`config.mk`:
```
export PLATFORM = sky130hd
export DESIGN_NAME = skill_arbiter_flat
export DESIGN_NICKNAME = d
export VERILOG_FILES = /design/src/rtl/fight_pkg.sv /design/src/rtl/skill_arbiter_if.sv /design/src/rtl/skill_req_latch.sv /design/src/rtl/skill_arbiter.sv /design/src/flat_wrapper.sv
export SDC_FILE = /design/constraint.sdc
export NUM_CORES = 1
export LEC_CHECK = 0
export CAP_MARGIN = 5
export CORE_ASPECT_RATIO = 0.6
export CORE_MARGIN = 5
export CORE_UTILIZATION = 58
export CTS_CLUSTER_DIAMETER = 150
export DETAILED_ROUTE_END_ITERATION = 12
export PLACE_DENSITY = 0.91
export SYNTH_ARGS = -nofsm -noshare
export SYNTH_HDL_FRONTEND = slang
export SYNTH_SLANG_ARGS = --single-unit
export TNS_END_PERCENT = 30
```
`constraint.sdc`:
```
create_clock -name clk -period 8.55 [get_ports clk]
set_clock_uncertainty 0.2 [all_clocks]
set_input_delay 1.71 -clock clk [delete_from_list [all_inputs] [get_ports clk]]
set_output_delay 1.71 -clock clk [all_outputs]
set_load 0.02 [all_outputs]
```
`src/rtl/fight_pkg.sv`:
```
// Shared constants and the damage lookup used by the two-player skill arbiter.
package fight_pkg;

    localparam logic [2:0] SK_TELEPORT = 3'd0;
    localparam logic [2:0] SK_HEAVY    = 3'd7;

    localparam logic PLAYER_1 = 1'b0;
    localparam logic PLAYER_2 = 1'b1;

    localparam logic [2:0] ST_IDLE    = 3'd0;
    localparam logic [2:0] ST_GRANT   = 3'd1;
    localparam logic [2:0] ST_ANIM    = 3'd2;
    localparam logic [2:0] ST_RESOLVE = 3'd3;
    localparam logic [2:0] ST_OVER    = 3'd4;

    function automatic logic [2:0] skill_damage(input logic [2:0] skill);
        if (skill == SK_TELEPORT) begin
            return 3'd0;
        end else if (skill == SK_HEAVY) begin
            return 3'd6;
        end
        return 3'd1 + {1'b0, skill[2:1]};
    endfunction

endpackage

```
`src/rtl/skill_arbiter_if.sv`:
```
// Request/status bundle between the combo decoders and the arbiter.
// Drop counters exist only when DROP_STATS_EN is defined.
interface skill_arbiter_if #(
    parameter int unsigned HP_W = 5
);
    logic            p1_req;
    logic [2:0]      p1_skill;
    logic            p2_req;
    logic [2:0]      p2_skill;
    logic            anim_start;
    logic            anim_player;
    logic [2:0]      anim_skill;
    logic [HP_W-1:0] p1_hp;
    logic [HP_W-1:0] p2_hp;
    logic            p1_ready;
    logic            p2_ready;
    logic            game_over;
    logic            winner;
`ifdef DROP_STATS_EN
    logic [7:0]      p1_drops;
    logic [7:0]      p2_drops;
`endif

    modport master (
        output p1_req, p1_skill, p2_req, p2_skill,
`ifdef DROP_STATS_EN
        input  p1_drops, p2_drops,
`endif
        input  anim_start, anim_player, anim_skill, p1_hp, p2_hp,
        input  p1_ready, p2_ready, game_over, winner
    );

    modport slave (
        input  p1_req, p1_skill, p2_req, p2_skill,
`ifdef DROP_STATS_EN
        output p1_drops, p2_drops,
`endif
        output anim_start, anim_player, anim_skill, p1_hp, p2_hp,
        output p1_ready, p2_ready, game_over, winner
    );

endinterface

```
`src/rtl/skill_req_latch.sv`:
```
// Per-player request holder: pending flag, stored skill, cooldown and ready.
// DROP_STATS_EN adds a saturating count of requests dropped while not ready.
module skill_req_latch #(
    parameter int unsigned CD_CYCLES = 8
) (
    input  logic       clk,
    input  logic       reset,
    input  logic       req,
    input  logic [2:0] skill,
    input  logic       grant,
    input  logic       resolve_self,
    input  logic       over,
    output logic       pending,
    output logic [2:0] stored_skill,
    output logic       ready
`ifdef DROP_STATS_EN
    ,
    output logic [7:0] drops
`endif
);

    localparam int unsigned CD_W = $clog2(CD_CYCLES + 1);

    logic            pending_q;
    logic [2:0]      skill_q;
    logic [CD_W-1:0] cd_q;
    logic            accept;

    assign ready  = !pending_q && (cd_q == '0) && !over;
    // The resolve cycle loads the cooldown, so a request landing on it is lost.
    assign accept = req && ready && !resolve_self;

    always_ff @(posedge clk or negedge reset) begin
        if (!reset) begin
            pending_q <= 1'b0;
            skill_q   <= 3'd0;
            cd_q      <= '0;
        end else begin
            if (accept) begin
                pending_q <= 1'b1;
                skill_q   <= skill;
            end else if (grant) begin
                pending_q <= 1'b0;
            end
            if (resolve_self) begin
                cd_q <= CD_W'(CD_CYCLES);
            end else if (cd_q != '0) begin
                cd_q <= cd_q - CD_W'(1);
            end
        end
    end

    assign pending      = pending_q;
    assign stored_skill = skill_q;

`ifdef DROP_STATS_EN
    logic [7:0] drops_q;

    always_ff @(posedge clk or negedge reset) begin
        if (!reset) begin
            drops_q <= 8'd0;
        end else if (req && !accept && !over && (drops_q != 8'hff)) begin
            drops_q <= drops_q + 8'd1;
        end
    end

    assign drops = drops_q;
`endif

endmodule

```
`src/rtl/skill_arbiter.sv`:
```
// Round-robin arbiter granting the shared animation engine to one player,
// resolving damage and declaring game over. Optional macro: DROP_STATS_EN.
module skill_arbiter
    import fight_pkg::*;
#(
    parameter int unsigned HP_W        = 5,
    parameter int unsigned HP_INIT     = 20,
    parameter int unsigned ANIM_CYCLES = 4,
    parameter int unsigned CD_CYCLES   = 8
) (
    input  logic           clk,
    input  logic           reset,
    skill_arbiter_if.slave bus
);

    localparam int unsigned AC_W = (ANIM_CYCLES > 1) ? $clog2(ANIM_CYCLES) : 1;
    localparam logic [HP_W-1:0] HP_START = HP_W'(HP_INIT);

    logic [2:0]      state_q, state_d;
    logic [AC_W-1:0] cnt_q, cnt_d;
    logic            player_q, player_d;
    logic [2:0]      skill_q, skill_d;
    logic            rr_q, rr_d;
    logic [HP_W-1:0] p1_hp_q, p1_hp_d, p2_hp_q, p2_hp_d;
    logic            p1_dodge_q, p1_dodge_d, p2_dodge_q, p2_dodge_d;
    logic            winner_q, winner_d;

    logic            p1_pending, p2_pending;
    logic [2:0]      p1_stored, p2_stored;
    logic            over, p1_grant, p2_grant, p1_resolve, p2_resolve;
    logic            pick_p2, victim_dodge;
    logic [2:0]      dmg;
    logic [HP_W-1:0] victim_hp, new_hp;

    assign over       = (state_q == ST_OVER);
    assign p1_grant   = (state_q == ST_GRANT) && (player_q == PLAYER_1);
    assign p2_grant   = (state_q == ST_GRANT) && (player_q == PLAYER_2);
    assign p1_resolve = (state_q == ST_RESOLVE) && (player_q == PLAYER_1);
    assign p2_resolve = (state_q == ST_RESOLVE) && (player_q == PLAYER_2);

    skill_req_latch #(.CD_CYCLES(CD_CYCLES)) u_p1_latch (
        .clk          (clk),
        .reset        (reset),
        .req          (bus.p1_req),
        .skill        (bus.p1_skill),
        .grant        (p1_grant),
        .resolve_self (p1_resolve),
        .over         (over),
        .pending      (p1_pending),
        .stored_skill (p1_stored),
        .ready        (bus.p1_ready)
`ifdef DROP_STATS_EN
        ,
        .drops        (bus.p1_drops)
`endif
    );

    skill_req_latch #(.CD_CYCLES(CD_CYCLES)) u_p2_latch (
        .clk          (clk),
        .reset        (reset),
        .req          (bus.p2_req),
        .skill        (bus.p2_skill),
        .grant        (p2_grant),
        .resolve_self (p2_resolve),
        .over         (over),
        .pending      (p2_pending),
        .stored_skill (p2_stored),
        .ready        (bus.p2_ready)
`ifdef DROP_STATS_EN
        ,
        .drops        (bus.p2_drops)
`endif
    );

    always_comb begin
        state_d      = state_q;
        cnt_d        = cnt_q;
        player_d     = player_q;
        skill_d      = skill_q;
        rr_d         = rr_q;
        p1_hp_d      = p1_hp_q;
        p2_hp_d      = p2_hp_q;
        p1_dodge_d   = p1_dodge_q;
        p2_dodge_d   = p2_dodge_q;
        winner_d     = winner_q;
        pick_p2      = 1'b0;
        victim_dodge = 1'b0;
        dmg          = 3'd0;
        victim_hp    = '0;
        new_hp       = '0;
        case (state_q)
            ST_IDLE: begin
                if (p1_pending || p2_pending) begin
                    pick_p2  = p2_pending && (!p1_pending || (rr_q == PLAYER_2));
                    player_d = pick_p2 ? PLAYER_2 : PLAYER_1;
                    skill_d  = pick_p2 ? p2_stored : p1_stored;
                    state_d  = ST_GRANT;
                end
            end
            ST_GRANT: begin
                rr_d    = ~player_q;
                cnt_d   = AC_W'(ANIM_CYCLES - 1);
                state_d = (ANIM_CYCLES == 1) ? ST_RESOLVE : ST_ANIM;
            end
            ST_ANIM: begin
                // Leave when the counter reaches zero so GRANT..RESOLVE spans ANIM_CYCLES.
                cnt_d = cnt_q - AC_W'(1);
                if (cnt_q <= AC_W'(1)) begin
                    state_d = ST_RESOLVE;
                end
            end
            ST_RESOLVE: begin
                victim_hp    = (player_q == PLAYER_1) ? p2_hp_q : p1_hp_q;
                victim_dodge = (player_q == PLAYER_1) ? p2_dodge_q : p1_dodge_q;
                dmg          = victim_dodge ? 3'd0 : skill_damage(skill_q);
                new_hp       = (victim_hp > HP_W'(dmg)) ? victim_hp - HP_W'(dmg) : '0;
                if (player_q == PLAYER_1) begin
                    p2_hp_d    = new_hp;
                    p2_dodge_d = 1'b0;
                    if (skill_q == SK_TELEPORT) p1_dodge_d = 1'b1;
                end else begin
                    p1_hp_d    = new_hp;
                    p1_dodge_d = 1'b0;
                    if (skill_q == SK_TELEPORT) p2_dodge_d = 1'b1;
                end
                if (new_hp == '0) begin
                    state_d  = ST_OVER;
                    winner_d = player_q;
                end else begin
                    state_d = ST_IDLE;
                end
            end
            ST_OVER: state_d = ST_OVER;
            default: state_d = ST_IDLE;
        endcase
    end

    always_ff @(posedge clk or negedge reset) begin
        if (!reset) begin
            state_q    <= ST_IDLE;
            cnt_q      <= '0;
            player_q   <= PLAYER_1;
            skill_q    <= 3'd0;
            rr_q       <= PLAYER_1;
            p1_hp_q    <= HP_START;
            p2_hp_q    <= HP_START;
            p1_dodge_q <= 1'b0;
            p2_dodge_q <= 1'b0;
            winner_q   <= PLAYER_1;
        end else begin
            state_q    <= state_d;
            cnt_q      <= cnt_d;
            player_q   <= player_d;
            skill_q    <= skill_d;
            rr_q       <= rr_d;
            p1_hp_q    <= p1_hp_d;
            p2_hp_q    <= p2_hp_d;
            p1_dodge_q <= p1_dodge_d;
            p2_dodge_q <= p2_dodge_d;
            winner_q   <= winner_d;
        end
    end

    assign bus.anim_start  = (state_q == ST_GRANT);
    assign bus.anim_player = player_q;
    assign bus.anim_skill  = skill_q;
    assign bus.p1_hp       = p1_hp_q;
    assign bus.p2_hp       = p2_hp_q;
    assign bus.game_over   = over;
    assign bus.winner      = winner_q;

endmodule

```
`src/flat_wrapper.sv`:
```
// flat-port wrapper written by rule: the top's interface ports become plain ports
module skill_arbiter_flat import fight_pkg::*;
#(
    parameter int unsigned HP_W        = 5,
    parameter int unsigned HP_INIT     = 20,
    parameter int unsigned ANIM_CYCLES = 4,
    parameter int unsigned CD_CYCLES   = 8
)
  (clk, reset, bus_p1_req, bus_p1_skill, bus_p2_req, bus_p2_skill, bus_anim_start, bus_anim_player, bus_anim_skill, bus_p1_hp, bus_p2_hp, bus_p1_ready, bus_p2_ready, bus_game_over, bus_winner);
  skill_arbiter_if #(.HP_W(HP_W)) bus_i ();
  input  logic clk;
  input  logic reset;
  input wire logic [$bits(bus_i.p1_req)-1:0] bus_p1_req;
  input wire logic [$bits(bus_i.p1_skill)-1:0] bus_p1_skill;
  input wire logic [$bits(bus_i.p2_req)-1:0] bus_p2_req;
  input wire logic [$bits(bus_i.p2_skill)-1:0] bus_p2_skill;
  output wire logic [$bits(bus_i.anim_start)-1:0] bus_anim_start;
  output wire logic [$bits(bus_i.anim_player)-1:0] bus_anim_player;
  output wire logic [$bits(bus_i.anim_skill)-1:0] bus_anim_skill;
  output wire logic [$bits(bus_i.p1_hp)-1:0] bus_p1_hp;
  output wire logic [$bits(bus_i.p2_hp)-1:0] bus_p2_hp;
  output wire logic [$bits(bus_i.p1_ready)-1:0] bus_p1_ready;
  output wire logic [$bits(bus_i.p2_ready)-1:0] bus_p2_ready;
  output wire logic [$bits(bus_i.game_over)-1:0] bus_game_over;
  output wire logic [$bits(bus_i.winner)-1:0] bus_winner;
  assign bus_i.p1_req = bus_p1_req;
  assign bus_i.p1_skill = bus_p1_skill;
  assign bus_i.p2_req = bus_p2_req;
  assign bus_i.p2_skill = bus_p2_skill;
  assign bus_anim_start = bus_i.anim_start;
  assign bus_anim_player = bus_i.anim_player;
  assign bus_anim_skill = bus_i.anim_skill;
  assign bus_p1_hp = bus_i.p1_hp;
  assign bus_p2_hp = bus_i.p2_hp;
  assign bus_p1_ready = bus_i.p1_ready;
  assign bus_p2_ready = bus_i.p2_ready;
  assign bus_game_over = bus_i.game_over;
  assign bus_winner = bus_i.winner;
  skill_arbiter #(.HP_W(HP_W), .HP_INIT(HP_INIT), .ANIM_CYCLES(ANIM_CYCLES), .CD_CYCLES(CD_CYCLES)) u_core (.clk(clk), .reset(reset), .bus(bus_i));
endmodule
```
==> metrics <==
status=finished, final reports clean; cell area after synthesis=approximately 0.0021 mm2; placed cell count=276; Post-synth EDFFs=0; largest net degree at the start of global routing=40; Chip Width=87.5 um; YS warnings=0; Crit Path Max Fanout=11; multi-input logic area=0.00102 mm2; # clock sinks=39; Hold-fix buffers, CTS=0; CP Class=reg -> out; RePlAce Congestion=around 0.88; Hold WS=between 0.2 and 0.3 ns; Net Count, Synth=230; core box area=roughly 0.0034 mm2; final hold vios=0; WHS Path Cells=2; fin. max-slew vios=0; ant diodes=0; Worst Path Arrival=between 1.5 and 2 ns; Initial Util=62.2%; Static Leakage=between 1 and 1.5 nW; Ports=29; Critical Path End Type=output pin; sequential area share after synthesis=46.9%; Yosys reg bits=39; Finished Core Util=about three quarters; drt drc=0; htree depth=2; Worst path depth=2; commonest cells after routing, fill and taps aside=dfrtp_1, clkdlybuf4s50_1, nand2_1; vias in the first global route=~1.5k; fin area=approximately 0.0025 mm2; syn_area_per_cell=9.96 um2; CP delay by family, top=buffers and inverters; Slowest-stage cell, CP=clkdlybuf4s50_1; most common cell after layout, fill and taps aside=dfrtp_1; die height=56.5 um; setup ws final=~4.7 ns; Slew @ Worst Pin=approximately 0.85 ns; Post-CTS Setup Repair Bufs=0; Via density=about 5.6; Pwr Total=between 300 and 400 uW; pwr/cell area=between 100 and 150 mW/mm2; fin crit share=about 45%; final wirelength=4290 um; main flop type after synthesis=dfrtp_1; Final Critical Period=3.86 ns; Non-Filler Instances=roughly 280; fillers=228; TritonCTS clock tree=yes; Hold Path Class=reg -> reg; global route total overflow=0; share of layout cells above drive strength 1=9.21%; initial antenna violation count=0; Req. time, crit path=6.64 ns; antenna viol nets, final=0; Detailed Routing Iterations Pass 1=4; async set or reset register ratio after synthesis=100%; Clock Root Buffer=clkbuf_8; nets=approximately 260; num rows=16; crit-path max cell delay=0.68 ns; drt initial violations=100; GRT Total Usage=between 10% and 20%; dpl cell area=approximately 0.0024 mm2; Post-CTS Resized=0; Final Setup Violations=0; max_cap viols=0; Slew headroom=43.4%; first-pass GRT wire length=7220 um; max frequency=0.259 GHz; RSZ-0062 raised after global routing=no; Synth cell types=48; final setup TNS=0 ns; cell count of the worst reg-to-reg path=10; CP bufs+invs=1; die area=a little under 0.005 mm2; DR vias=between 1.5k and 2k; critical path startpoint category=flop; CTS Buf Count=5; Synth-to-Final Area Change=19.9%; pre-CTS WS=between 4 and 5 ns; worst skew pair latency=0.30 ns; Worst VDD drop=0.0871 mV; clock slew at reported path FFs=about 0.07 ns; CTS Buffer Depth=2; post-synthesis cell count=210; crit path cell chain=nor3b_1, clkdlybuf4s50_1; count of input and output buffers=28; FF/Latch Area=roughly 980 um2; HPWL Detailed=about 3100 um; WL/cell=approximately 15 um
[worst reg2reg max path, delay by kind of cell (launching register included)]
family	cells	cell delay (ns)
buffers and inverters	1	0.05
DFF	1	0.84
and+or+nand+nor	2	0.36
adders and majority gates	2	0.45
AOI/OAI and AO/OA	3	0.71
muxes	2	0.76
[final timing paths]
check / from / end / slack, ns
hold / removal: u_core.bus.p1_hp[2] / u_core.bus.p1_hp[2] / 0.29
setup reg to reg: u_core.bus.anim_player / u_core.bus.winner / 5.05
setup / recovery: u_core.state_q[0] / bus_anim_start / 4.69
hold reg to reg: u_core.bus.p1_hp[2] / u_core.bus.p1_hp[2] / 0.29
max in group asynchronous: reset / u_core.bus.p2_hp[0] / 6.30
min in group asynchronous: reset / u_core.bus.p2_hp[1] / 1.31
[final cells by class]
type | instances | area share (%)
multi-input combinational | 150 | 40.8
sequential | 39 | 39.1
timing repair buffer | 28 | 11.0
clock buffer | 6 | 3.30
tap | 45 | 2.25
inverter | 14 | 2.10
clock inverter | 2 | 1.40
[cell usage after synthesis, drive strengths merged (4+ instances only)]
cell	count	area, um2
o21ai	10	50.1
mux2	10	116
mux2i	5	50.1
nand2b	6	37.5
inv	14	52.6
o31ai	4	30.0
nor2	20	75.1
and3	4	25.0
nor3	6	35.0
nand2	24	90.1
dfstp	4	105
nand3	4	25.0
buf	4	22.5
ha	9	113
dfrtp	35	876
a21oi	12	60.1
xor2	4	35.0
[state kept, by name, indices dropped and copies added (netlist names)]
| register | cells |
|---|---|
| u_core.bus.anim_player | 1 |
| u_core.bus.anim_skill | 3 |
| u_core.bus.p1_hp | 5 |
| u_core.bus.p2_hp | 5 |
| u_core.bus.winner | 1 |
| u_core.cnt_q | 2 |
| u_core.p1_dodge_q | 1 |
| u_core.p2_dodge_q | 1 |
| u_core.rr_q | 1 |
| u_core.state_q | 3 |
| u_core.u_p1_latch.cd_q | 4 |
| u_core.u_p1_latch.pending | 1 |
| u_core.u_p1_latch.stored_skill | 3 |
| u_core.u_p2_latch.cd_q | 4 |
| u_core.u_p2_latch.pending | 1 |
| u_core.u_p2_latch.stored_skill | 3 |
[power breakdown]
group	switching (mW)	internal [mW]
Clock	0.0656	0.0944
Sequential	0.00319	0.189
Combinational	0.00684	0.00699
Total	0.0757	0.290
[per-layer routing]
layer  GRT usage (%)  share of wire [%]  wire [um]  vias up
met1            29.3                 51       2200      731
met5               0                  0          0        -
met2            23.4                 39       1680       49
li1                -                  -          -      787
met4            7.88                2.1         89        0
met3            7.02                7.5        323       10
[logic make-up after synthesis]
logic type	count (synthesis)	share of synthesized area, %
fa+ha+maj	10	6.34
xor+xnor	7	2.93
flops	39	46.9
compound gates	42	13.4
mux	15	7.96
buf+inv	21	4.13
simple gates	76	18.3
No activity file was read; power rests on OpenSTA's default activity.
==> RTL change (same flow settings) <==
`HP_W` is set to 5 in 3 places; all go to 4.
--- a/src/rtl/skill_arbiter_if.sv
+++ b/src/rtl/skill_arbiter_if.sv
@@ -2,5 +2,5 @@
 // Drop counters exist only when DROP_STATS_EN is defined.
 interface skill_arbiter_if #(
-    parameter int unsigned HP_W = 5
+    parameter int unsigned HP_W = 4
 );
     logic            p1_req;
--- a/src/rtl/skill_arbiter.sv
+++ b/src/rtl/skill_arbiter.sv
@@ -4,5 +4,5 @@
     import fight_pkg::*;
 #(
-    parameter int unsigned HP_W        = 5,
+    parameter int unsigned HP_W        = 4,
     parameter int unsigned HP_INIT     = 20,
     parameter int unsigned ANIM_CYCLES = 4,
--- a/src/flat_wrapper.sv
+++ b/src/flat_wrapper.sv
@@ -2,5 +2,5 @@
 module skill_arbiter_flat import fight_pkg::*;
 #(
-    parameter int unsigned HP_W        = 5,
+    parameter int unsigned HP_W        = 4,
     parameter int unsigned HP_INIT     = 20,
     parameter int unsigned ANIM_CYCLES = 4,
Interface: changed (resized bus_p1_hp and bus_p2_hp); port bits go from 29 to 27. The function was not compared with the original's and may differ.
==> RTL change against the original RTL <==
Wire length down 10%. Worst hold slack better by 0.0077 ns. Fmax shrank 2.9%. Sequential cell count fell by 2. Critical path depth up 2. Synthesized area fell by 6.7%. Final area is 5.2% lower. Worst setup slack got worse by 0.11 ns.
Power is left out: it rests on default switching activity, and per cell area and clock period it moved more than threefold.
==> RTL change: results (changes against the original RTL) <==
set qor(status) {completed}
set qor(aggregate_global_route_resource_usage) 0.1853 ;# -0.005347
set qor(synth_area_leaders) {sky130_fd_sc_hd__dfrtp_1 (45%), sky130_fd_sc_hd__ha_1 (5.8%), sky130_fd_sc_hd__nand2_1 (3.8%)}
set qor(worst_path_max_delay_cell) {sky130_fd_sc_hd__clkdlybuf4s50_1}
set qor(endpoint) {bus_p2_ready}
set qor(synthesis.nets) 204 ;# -11%
set qor(place_area_sq_um) 2242 ;# -6.1%
set qor(timing.slew.headroom) 0.5629 ;# +0.1286
set qor(synth_sequential_area_ratio) 0.4759 ;# +0.006766
set qor(r2r_setup_slack_ns) 5.10 ;# +0.05 ns
set qor(min_to) {u_core.p1_dodge_q$_DFFE_PN0P_}
set qor(wl_per_cell_um) 14.90 ;# -1.3%
set qor(drtPass1Iterations) 4 ;# unchanged
set qor(timing.hold.worst_path_depth) 1 ;# -1
set qor(vias) 1413 ;# -10%
set qor(max-clock-path-buffers) 2 ;# unchanged
set qor(cp_data_arrival_time_ns) 2.06 ;# +0.11 ns
set qor(place_hpwl_mm) 2.806 ;# -9.2%
set qor(initialDrtViolationCount) 107 ;# +7.0%
set qor(ys_types) 45 ;# -6.3%
set qor(worstRegToRegCells) 11 ;# +1
set qor(yosys-top-cells-count) {sky130_fd_sc_hd__dfrtp_1 (35), sky130_fd_sc_hd__nand2_1 (20), sky130_fd_sc_hd__nor2_1 (19)}
set qor(n_fill_cell) 233 ;# +2.2%
set qor(buffer_ports.inserted) 26 ;# -7.1%
set qor(hold_path_startpoint) {u_core.p1_dodge_q$_DFFE_PN0P_}
set qor(final_area_sq_um) 2376 ;# -5.2%
set qor(cts.clk_slew.worst_paths_ns) 0.08
set qor(grt_pass1_wl_mm) 6.465 ;# -10%
set qor(grt_pass1_vias) 1329 ;# -9.6%
set qor(nets) 232 ;# -10%
set qor(crit-reg2reg-launch) {u_core.bus.anim_player$_DFFE_PN0P_}
set qor(drive_above_1_share) 0.1455 ;# +0.05349
set qor(synth-edff-count) 0 ;# unchanged
set qor(highest_net_fanout_along_the_worst_path) 11 ;# unchanged
set qor(maximum_number_of_pins_on_one_net_before_global_route_repair) 38 ;# -5.0%
set qor(place_congestion) 0.8978 ;# +1.5%
set qor(cp_slowest_stage_delay_ns) 0.63 ;# -0.05 ns
set qor(hold_path.class) {flop to flop}
set qor(synthDominantAreaCellType) {sky130_fd_sc_hd__dfrtp_1}
set qor(synth_ff_type) {sky130_fd_sc_hd__dfrtp_1}
set qor(critical_path.startpoint) {u_core.state_q[1]$_DFFE_PN0P_}
set qor(post-cts-setup-buffers) 0 ;# unchanged
set qor(antenna_cells_inserted) 0 ;# unchanged
## RTL change: metal layers
layer,track usage,part of all wire,vias up
li1,-,-,686
met1,0.2635,0.51,694
met2,0.2805,0.44,28
met3,0.05621,0.043,5
met4,0.04737,0.0088,0
met5,0,0,-
## RTL change: cells by family after synthesis
family                     count (synthesis)  share of synthesized area
buffers and inverters                     14                    0.03207
muxes                                     16                    0.09622
AOI/OAI and AO/OA                         31                    0.09942
adders and majority gates                 10                    0.06799
DFF                                       37                     0.4759
and+or+nand+nor                           68                     0.1924
xor gates and xnor gates                   8                    0.03592
## RTL change: cell type report
type,instances,area share
clock buffer,5,0.02896
clock inverter,3,0.02738
inverter,8,0.01264
multi-input combinational,133,0.4039
sequential,37,0.3907
tap,45,0.02370
timing repair buffer,27,0.1127
## RTL change: metrics by stage
step	setup slack (ns)	instances	hold WS, ns
6_report	4.576	258	0.2992
5_1_grt	4.443	258	0.3397
4_1_cts	4.579	258	0.2996
3_5_place_dp	4.904	250	0.2822
3_3_place_gp	4.957	250	0.2777
2_1_floorplan	5.333	184	0.2639
